$ cat src/rtl/draw_donkey.sv
// draw_donkey: overlays the Donkey sprite on the VGA pixel stream at (xpos, ypos).
// The sprite ROM is external and synchronous, with one cycle of read latency.
// While animation is high, the sprite frame bit toggles every FRAME_TICKS vsync rises.
//
// Ports:
//   clk, rst                       pixel clock, async active-high reset
//   animation                      intro animation active (enables frame alternation)
//   xpos, ypos                     sprite top-left corner in screen pixels
//   hcount_in .. rgb_in            incoming VGA timing bus and background pixel
//   rom_data                       sprite ROM output for pixel_addr (1-cycle latency)
//   pixel_addr                     {frame, row, col} sprite ROM address, 0 outside the box
//   hcount_out .. vblnk_out        timing bus delayed by 3 clocks
//   rgb_out                        composited pixel, aligned with the timing outputs
module draw_donkey #(
    parameter int unsigned WIDTH       = 64,
    parameter int unsigned HEIGHT      = 64,
    parameter int unsigned FRAME_TICKS = 8,
    parameter logic [11:0] TRANSPARENT = 12'h000
) (
    input  logic                                  clk,
    input  logic                                  rst,
    input  logic                                  animation,
    input  logic [11:0]                           xpos,
    input  logic [11:0]                           ypos,
    input  logic [10:0]                           hcount_in,
    input  logic [10:0]                           vcount_in,
    input  logic                                  hsync_in,
    input  logic                                  vsync_in,
    input  logic                                  hblnk_in,
    input  logic                                  vblnk_in,
    input  logic [11:0]                           rgb_in,
    input  logic [11:0]                           rom_data,
    output logic [$clog2(WIDTH)+$clog2(HEIGHT):0] pixel_addr,
    output logic [10:0]                           hcount_out,
    output logic [10:0]                           vcount_out,
    output logic                                  hsync_out,
    output logic                                  vsync_out,
    output logic                                  hblnk_out,
    output logic                                  vblnk_out,
    output logic [11:0]                           rgb_out
);
    localparam int unsigned CW = $clog2(WIDTH);
    localparam int unsigned RW = $clog2(HEIGHT);
    localparam int unsigned TW = (FRAME_TICKS > 1) ? $clog2(FRAME_TICKS) : 1;
    localparam logic [TW-1:0] TICK_LAST = TW'(FRAME_TICKS - 1);

    localparam logic [0:0] ST_STILL = 1'b0;
    localparam logic [0:0] ST_ANIM  = 1'b1;

    // Timing bus packed as {hcount, vcount, hsync, vsync, hblnk, vblnk}.
    logic [25:0]   w_tim_in;
    logic [25:0]   r1_tim, r2_tim;
    logic          r1_in_box, r2_in_box;
    logic [11:0]   r1_rgb, r2_rgb;

    logic [12:0]   w_h, w_v, w_x, w_y;
    logic          w_in_box;
    logic [CW-1:0] w_col;
    logic [RW-1:0] w_row;
    logic [11:0]   w_rgb_d;

    logic [0:0]    r_state, w_state_d;
    logic          r_frame, w_frame_d;
    logic [TW-1:0] r_tick, w_tick_d;
    logic          r_vsync_prev;
    logic          w_vs_rise;

    assign w_tim_in = {hcount_in, vcount_in, hsync_in, vsync_in, hblnk_in, vblnk_in};

    // 13-bit compares so xpos+WIDTH cannot wrap back to the left edge.
    assign w_h = {2'b00, hcount_in};
    assign w_v = {2'b00, vcount_in};
    assign w_x = {1'b0, xpos};
    assign w_y = {1'b0, ypos};
    assign w_in_box = (w_h >= w_x) && (w_h < w_x + 13'(WIDTH)) &&
                      (w_v >= w_y) && (w_v < w_y + 13'(HEIGHT));

    // Low bits of the difference only depend on the low bits of the operands.
    assign w_col = hcount_in[CW-1:0] - xpos[CW-1:0];
    assign w_row = vcount_in[RW-1:0] - ypos[RW-1:0];

    assign w_vs_rise = vsync_in & ~r_vsync_prev;

    // Frame FSM: frame only moves on a vsync rise or when animation drops.
    always_comb begin
        w_state_d = r_state;
        w_frame_d = r_frame;
        w_tick_d  = r_tick;
        case (r_state)
            ST_STILL: begin
                w_frame_d = 1'b0;
                w_tick_d  = '0;
                // A vsync rise on the entry edge is deliberately not counted.
                if (animation) w_state_d = ST_ANIM;
            end
            ST_ANIM: begin
                if (!animation) begin
                    w_state_d = ST_STILL;
                    w_frame_d = 1'b0;
                    w_tick_d  = '0;
                end else if (w_vs_rise) begin
                    if (r_tick == TICK_LAST) begin
                        w_tick_d  = '0;
                        w_frame_d = ~r_frame;
                    end else begin
                        w_tick_d = r_tick + 1'b1;
                    end
                end
            end
            default: w_state_d = ST_STILL;
        endcase
    end

    always_ff @(posedge clk or posedge rst) begin
        if (rst) begin
            r_state      <= ST_STILL;
            r_frame      <= 1'b0;
            r_tick       <= '0;
            r_vsync_prev <= 1'b0;
        end else begin
            r_state      <= w_state_d;
            r_frame      <= w_frame_d;
            r_tick       <= w_tick_d;
            r_vsync_prev <= vsync_in;
        end
    end

    // Blanking wins, then opaque sprite pixels, then the background.
    always_comb begin
        w_rgb_d = r2_rgb;
        if (r2_tim[1] || r2_tim[0]) begin
            w_rgb_d = 12'h000;
        end else if (r2_in_box && (rom_data != TRANSPARENT)) begin
            w_rgb_d = rom_data;
        end
    end

    always_ff @(posedge clk or posedge rst) begin
        if (rst) begin
            pixel_addr <= '0;
            r1_in_box  <= 1'b0;
            r1_rgb     <= 12'h000;
            r1_tim     <= '0;
            r2_in_box  <= 1'b0;
            r2_rgb     <= 12'h000;
            r2_tim     <= '0;
            rgb_out    <= 12'h000;
            {hcount_out, vcount_out, hsync_out, vsync_out, hblnk_out, vblnk_out} <= '0;
        end else begin
            pixel_addr <= w_in_box ? {r_frame, w_row, w_col} : '0;
            r1_in_box  <= w_in_box;
            r1_rgb     <= rgb_in;
            r1_tim     <= w_tim_in;
            // The ROM registers pixel_addr on this edge; match its latency.
            r2_in_box  <= r1_in_box;
            r2_rgb     <= r1_rgb;
            r2_tim     <= r1_tim;
            rgb_out    <= w_rgb_d;
            {hcount_out, vcount_out, hsync_out, vsync_out, hblnk_out, vblnk_out} <= r2_tim;
        end
    end
endmodule

$ cat config.mk
export PLATFORM = sky130hd
export DESIGN_NAME = draw_donkey
export DESIGN_NICKNAME = d
export VERILOG_FILES = /design/src/rtl/draw_donkey.sv
export SDC_FILE = /design/constraint.sdc
export NUM_CORES = 1
export LEC_CHECK = 0
export CORE_MARGIN = 2
export CORE_UTILIZATION = 30
export CTS_CLUSTER_DIAMETER = 40
export DETAILED_ROUTE_END_ITERATION = 7
export DONT_BUFFER_PORTS = 1
export GPL_TIMING_DRIVEN = 0
export SYNTH_ARGS = -nofsm -noshare
export SYNTH_HDL_FRONTEND = slang
export SYNTH_SLANG_ARGS = --single-unit
$ cat constraint.sdc
create_clock -name clk -period 4.85 [get_ports clk]
set_input_delay 0.97 -clock clk [delete_from_list [all_inputs] [get_ports clk]]
set_output_delay 0.97 -clock clk [all_outputs]
set_load 0.01 [all_outputs]
==> results.sh <==
export IMPL_status="finished, final reports clean"
export IMPL_synth_area_mux_share_pct=1.002
export IMPL_reg2reg_from="r_tick[0]"
export IMPL_max_freq_mhz=364.3
export IMPL_clkPwrFrac_pct=47.2
export IMPL_htreeDepth=4
export IMPL_grt_pass1_vias=3030
export IMPL_min_from="r2_tim[18]"
export IMPL_grt_max_degree=71
export IMPL_cts_buffers=17
export IMPL_dr_wl_met2_um=4973
export IMPL_slew_headroom_pct=59.71
export IMPL_place_ws_ns=1.677
export IMPL_switchingPower_uw=596.0
export IMPL_cp_start_kind="input port"
export IMPL_worst_ep_arrival_time_ns=3.03
export IMPL_path_buf_inv=1
export IMPL_layout_drive_gt1_share_pct=12.85
export IMPL_cts_buffer_depth=2
export IMPL_fin_crit_ns=2.745
export IMPL_regToRegSetupSlack_ns=3.62
export IMPL_cts_root_buf="clkbuf_16"
export IMPL_layout_commonest_cell="dfrtp_1"
export IMPL_comb_power_share_pct=6.7
export IMPL_syn_num_nets=473
export IMPL_wire_per_inst_um=16.52
export IMPL_finalWirelength_um=10060
export IMPL_vias_per_cell=4.455
export IMPL_cts_resized=0
export IMPL_start_util_pct=30.46
export IMPL_drtPass1Iterations=4
export IMPL_crit_path_cell_trace="ha_1 > xnor2_1 > ha_1 > o21ai_0 > a21oi_1 > o21a_1 > o21ai_0 > a21oi_1 > buf_2 > nor3_1"
export IMPL_rsz0062_at_grt="false"
export IMPL_path_max_fanout=10
export IMPL_avgSynthCellArea_um2=13.96
export IMPL_io_pins=128
export IMPL_synthAdderAreaFrac_pct=9.815
export IMPL_cp_top_family="compound AO/OA/AOI/OAI gates"
export IMPL_synthSimpleGateAreaFrac_pct=9.740
export IMPL_worstRegToRegCells=5
export IMPL_cap_viol_max_count=0
export IMPL_layout_common_cells="dfrtp_1, ha_1, nand2_1, inv_1, a21oi_1"
export IMPL_holdPathEnd="hcount_out[3]"
export IMPL_n_antenna_cell=0
export IMPL_cp_required_ns=5.13
export IMPL_drtAntennaViolNets=0
export IMPL_yosys_register_bits=134
export IMPL_critPathKind="input port to flop"
export IMPL_fin_crit_sh_pct=56.60
export IMPL_yosysWarnings=0
export IMPL_gp_congestion=0.7993
export IMPL_cts_sinks=134
export IMPL_finalSetupViolations=0
export IMPL_powerDensity_mw_per_mm2=441.6
export IMPL_fillers=1549
export IMPL_path_clk_slew_ns=0.05
export IMPL_overflow=0
export IMPL_synth_top_family_by_area="adder cells"
export IMPL_track_usage_pct=12.39
export IMPL_clk_latency_ns=0.41
export IMPL_wl_met1_um=4165
export IMPL_port_buffers=0
export IMPL_yosys_area_top_type="dfrtp_1"
export IMPL_coreArea_mm2=0.01641
export IMPL_worstReg2RegEnd="r_frame"
export IMPL_hp_class="flop to flop"
export IMPL_drt_iter0_markers=98
export IMPL_worst_slack_ns=2.105
export IMPL_ctsHoldBuffers=0
export IMPL_seq_power_share_pct=46.1
export IMPL_highest_layer="met4"
export IMPL_p_int_uw=1998
export IMPL_fp_dieArea_mm2=0.01771
export IMPL_hold_viol=0
export IMPL_worst_pin_slew_ns=0.6043
export IMPL_drv_slew=0
export IMPL_syn_to_final_growth_pct=17.58
export IMPL_synth_xor_area_share_pct=2.454
export IMPL_cp_slowest_stage_delay_ns=0.50
export IMPL_power_leakage_uw=0.002700
export IMPL_antenna_found_initial=0
export IMPL_slowest_stage="a21oi_1"
export IMPL_irDropWorstVdd_v=0.0002292
export IMPL_hpwlAfterDp_um=7517
export IMPL_postCtsSetupBuffers=0
export IMPL_synth_area_leaders="dfrtp_1, ha_1, a21oi_1"
export IMPL_vias=2713
export IMPL_ys_types=39
export IMPL_syn_inst=358
export IMPL_setup_tns_ns=0
export IMPL_cts_tree="done"
export IMPL_dieWidth_um=133.1
export IMPL_grt_pass1_wl_um=16360
export IMPL_ys_seq_area_share_pct=67.10
export IMPL_drc=0
export IMPL_synth_compound_area_share_pct=7.061
export IMPL_synthDominantCellAreaShare_pct=67.10
export IMPL_final_nets=493
export IMPL_swShare_pct=22.97
export IMPL_end_kind="flop"
export IMPL_syn_area_mm2=0.004997
export IMPL_finClkSkew_ns=0.007812
export IMPL_hold_depth=0
export IMPL_std_cell_rows=47
export IMPL_fp_dieH_um=133.1
export IMPL_wl_met3_um=774
==> power groups by stage <==
| stage | Sequential [uW] | Clock [uW] | Combinational (uW) |
|---|---|---|---|
| floorplan | 1210 | 0 | 135 |
| global placement | 1210 | 0 | 167 |
| detailed placement | 1220 | 0 | 176 |
| CTS | 1200 | 1270 | 177 |
| global route | 1200 | 1320 | 200 |
| finish | 1200 | 1230 | 173 |
==> synthesized netlist by cell type <==
master,instances
ha_1,36
mux2i_1,5
nor3_1,5
nor4_2,9
a2bb2oi_2,1
inv_1,29
o221ai_2,1
a21oi_1,23
buf_2,2
a21o_1,5
xor2_1,5
nand2_1,29
nand3b_1,2
a2111o_1,1
and4b_1,1
nor2_1,12
a2111oi_4,1
o22ai_1,1
or3_1,1
a21oi_2,1
a211oi_1,1
nand3_1,6
o311ai_4,1
fa_1,2
or2_2,1
nor4_1,4
o21ai_0,5
dfrtp_1,134
xnor2_1,9
nor4b_1,4
o2111a_1,1
o21a_1,5
o2bb2ai_1,1
clkbuf_1,3
nand2b_1,5
nand4b_1,2
buf_6,1
nand4_1,2
nor2b_1,1
==> logic make-up (layout without fill, tap and decap cells) <==
family,Yosys count,in the layout
buf+inv,35,66
mux,5,5
simple gates,84,84
fa+ha+maj,38,38
xor+xnor,14,14
flops,134,134
compound gates,48,48
==> worst max-delay path by stage <==
| stage | startpoint | end | cells after the start |
|---|---|---|---|
| after floorplan | rst | hblnk_out | 1 |
| after global placement | rst | r1_tim[21] | 1 |
| after detailed placement | xpos[6] | pixel_addr[2] | 10 |
| after CTS | xpos[6] | r1_in_box | 10 |
| after global routing | xpos[6] | pixel_addr[2] | 10 |
| final | xpos[6] | r1_in_box | 10 |
==> worst register-to-register path, stage by stage (launching register included) <==
cell,delay (ns)
dfrtp_1,0.40
ha_1,0.21
ha_1,0.20
nand3b_1,0.10
xor2_1,0.15
nor2_1,0.05
==> cell type report <==
type,instances,area (um2),share of cell area (%)
well taps,220,275.3,4.685
plain buffers,6,32.53,0.5537
multi-input cells,189,1503,25.57
flip-flops and latches,134,3353,57.07
clock inverters,12,131.4,2.236
clock buffers,18,439.2,7.474
inverters,29,113.9,1.938
repair buffers,1,27.53,0.4685
==> metrics by stage <==
stage          instances  cell area, um2  util [%]  power [uW]  hold WS (ns)
5_1_grt              609            5876     35.81        2716        0.3462
4_1_cts              609            5876     35.81        2640        0.3424
2_1_floorplan        358            4997         -        1344        0.3312
3_5_place_dp         579            5305     32.33        1392        0.3347
3_3_place_gp         578            5273     32.14        1382        0.3317
6_report             609            5876     35.81        2594        0.3382
==> per-layer routing <==
layer | global-route usage, % | vias up
met2 | 20.38 | 94
met3 | 4.981 | 16
met4 | 5.735 | 0
met5 | 0 | -
li1 | - | 1264
met1 | 14.17 | 1339
==> sequential cells by signal, summed over array words and instances (netlist names) <==
register and count:
hcount_out 11, pixel_addr 13, r1_in_box 1, vblnk_out 1, r1_rgb 12, hsync_out 1
r2_in_box 1, hblnk_out 1, vsync_out 1, r_tick 3, r2_rgb 12, r_state 1
r_frame 1, r2_tim 26, vcount_out 11, rgb_out 12, r1_tim 26
Note: power is estimated with default switching activity, not from simulation.
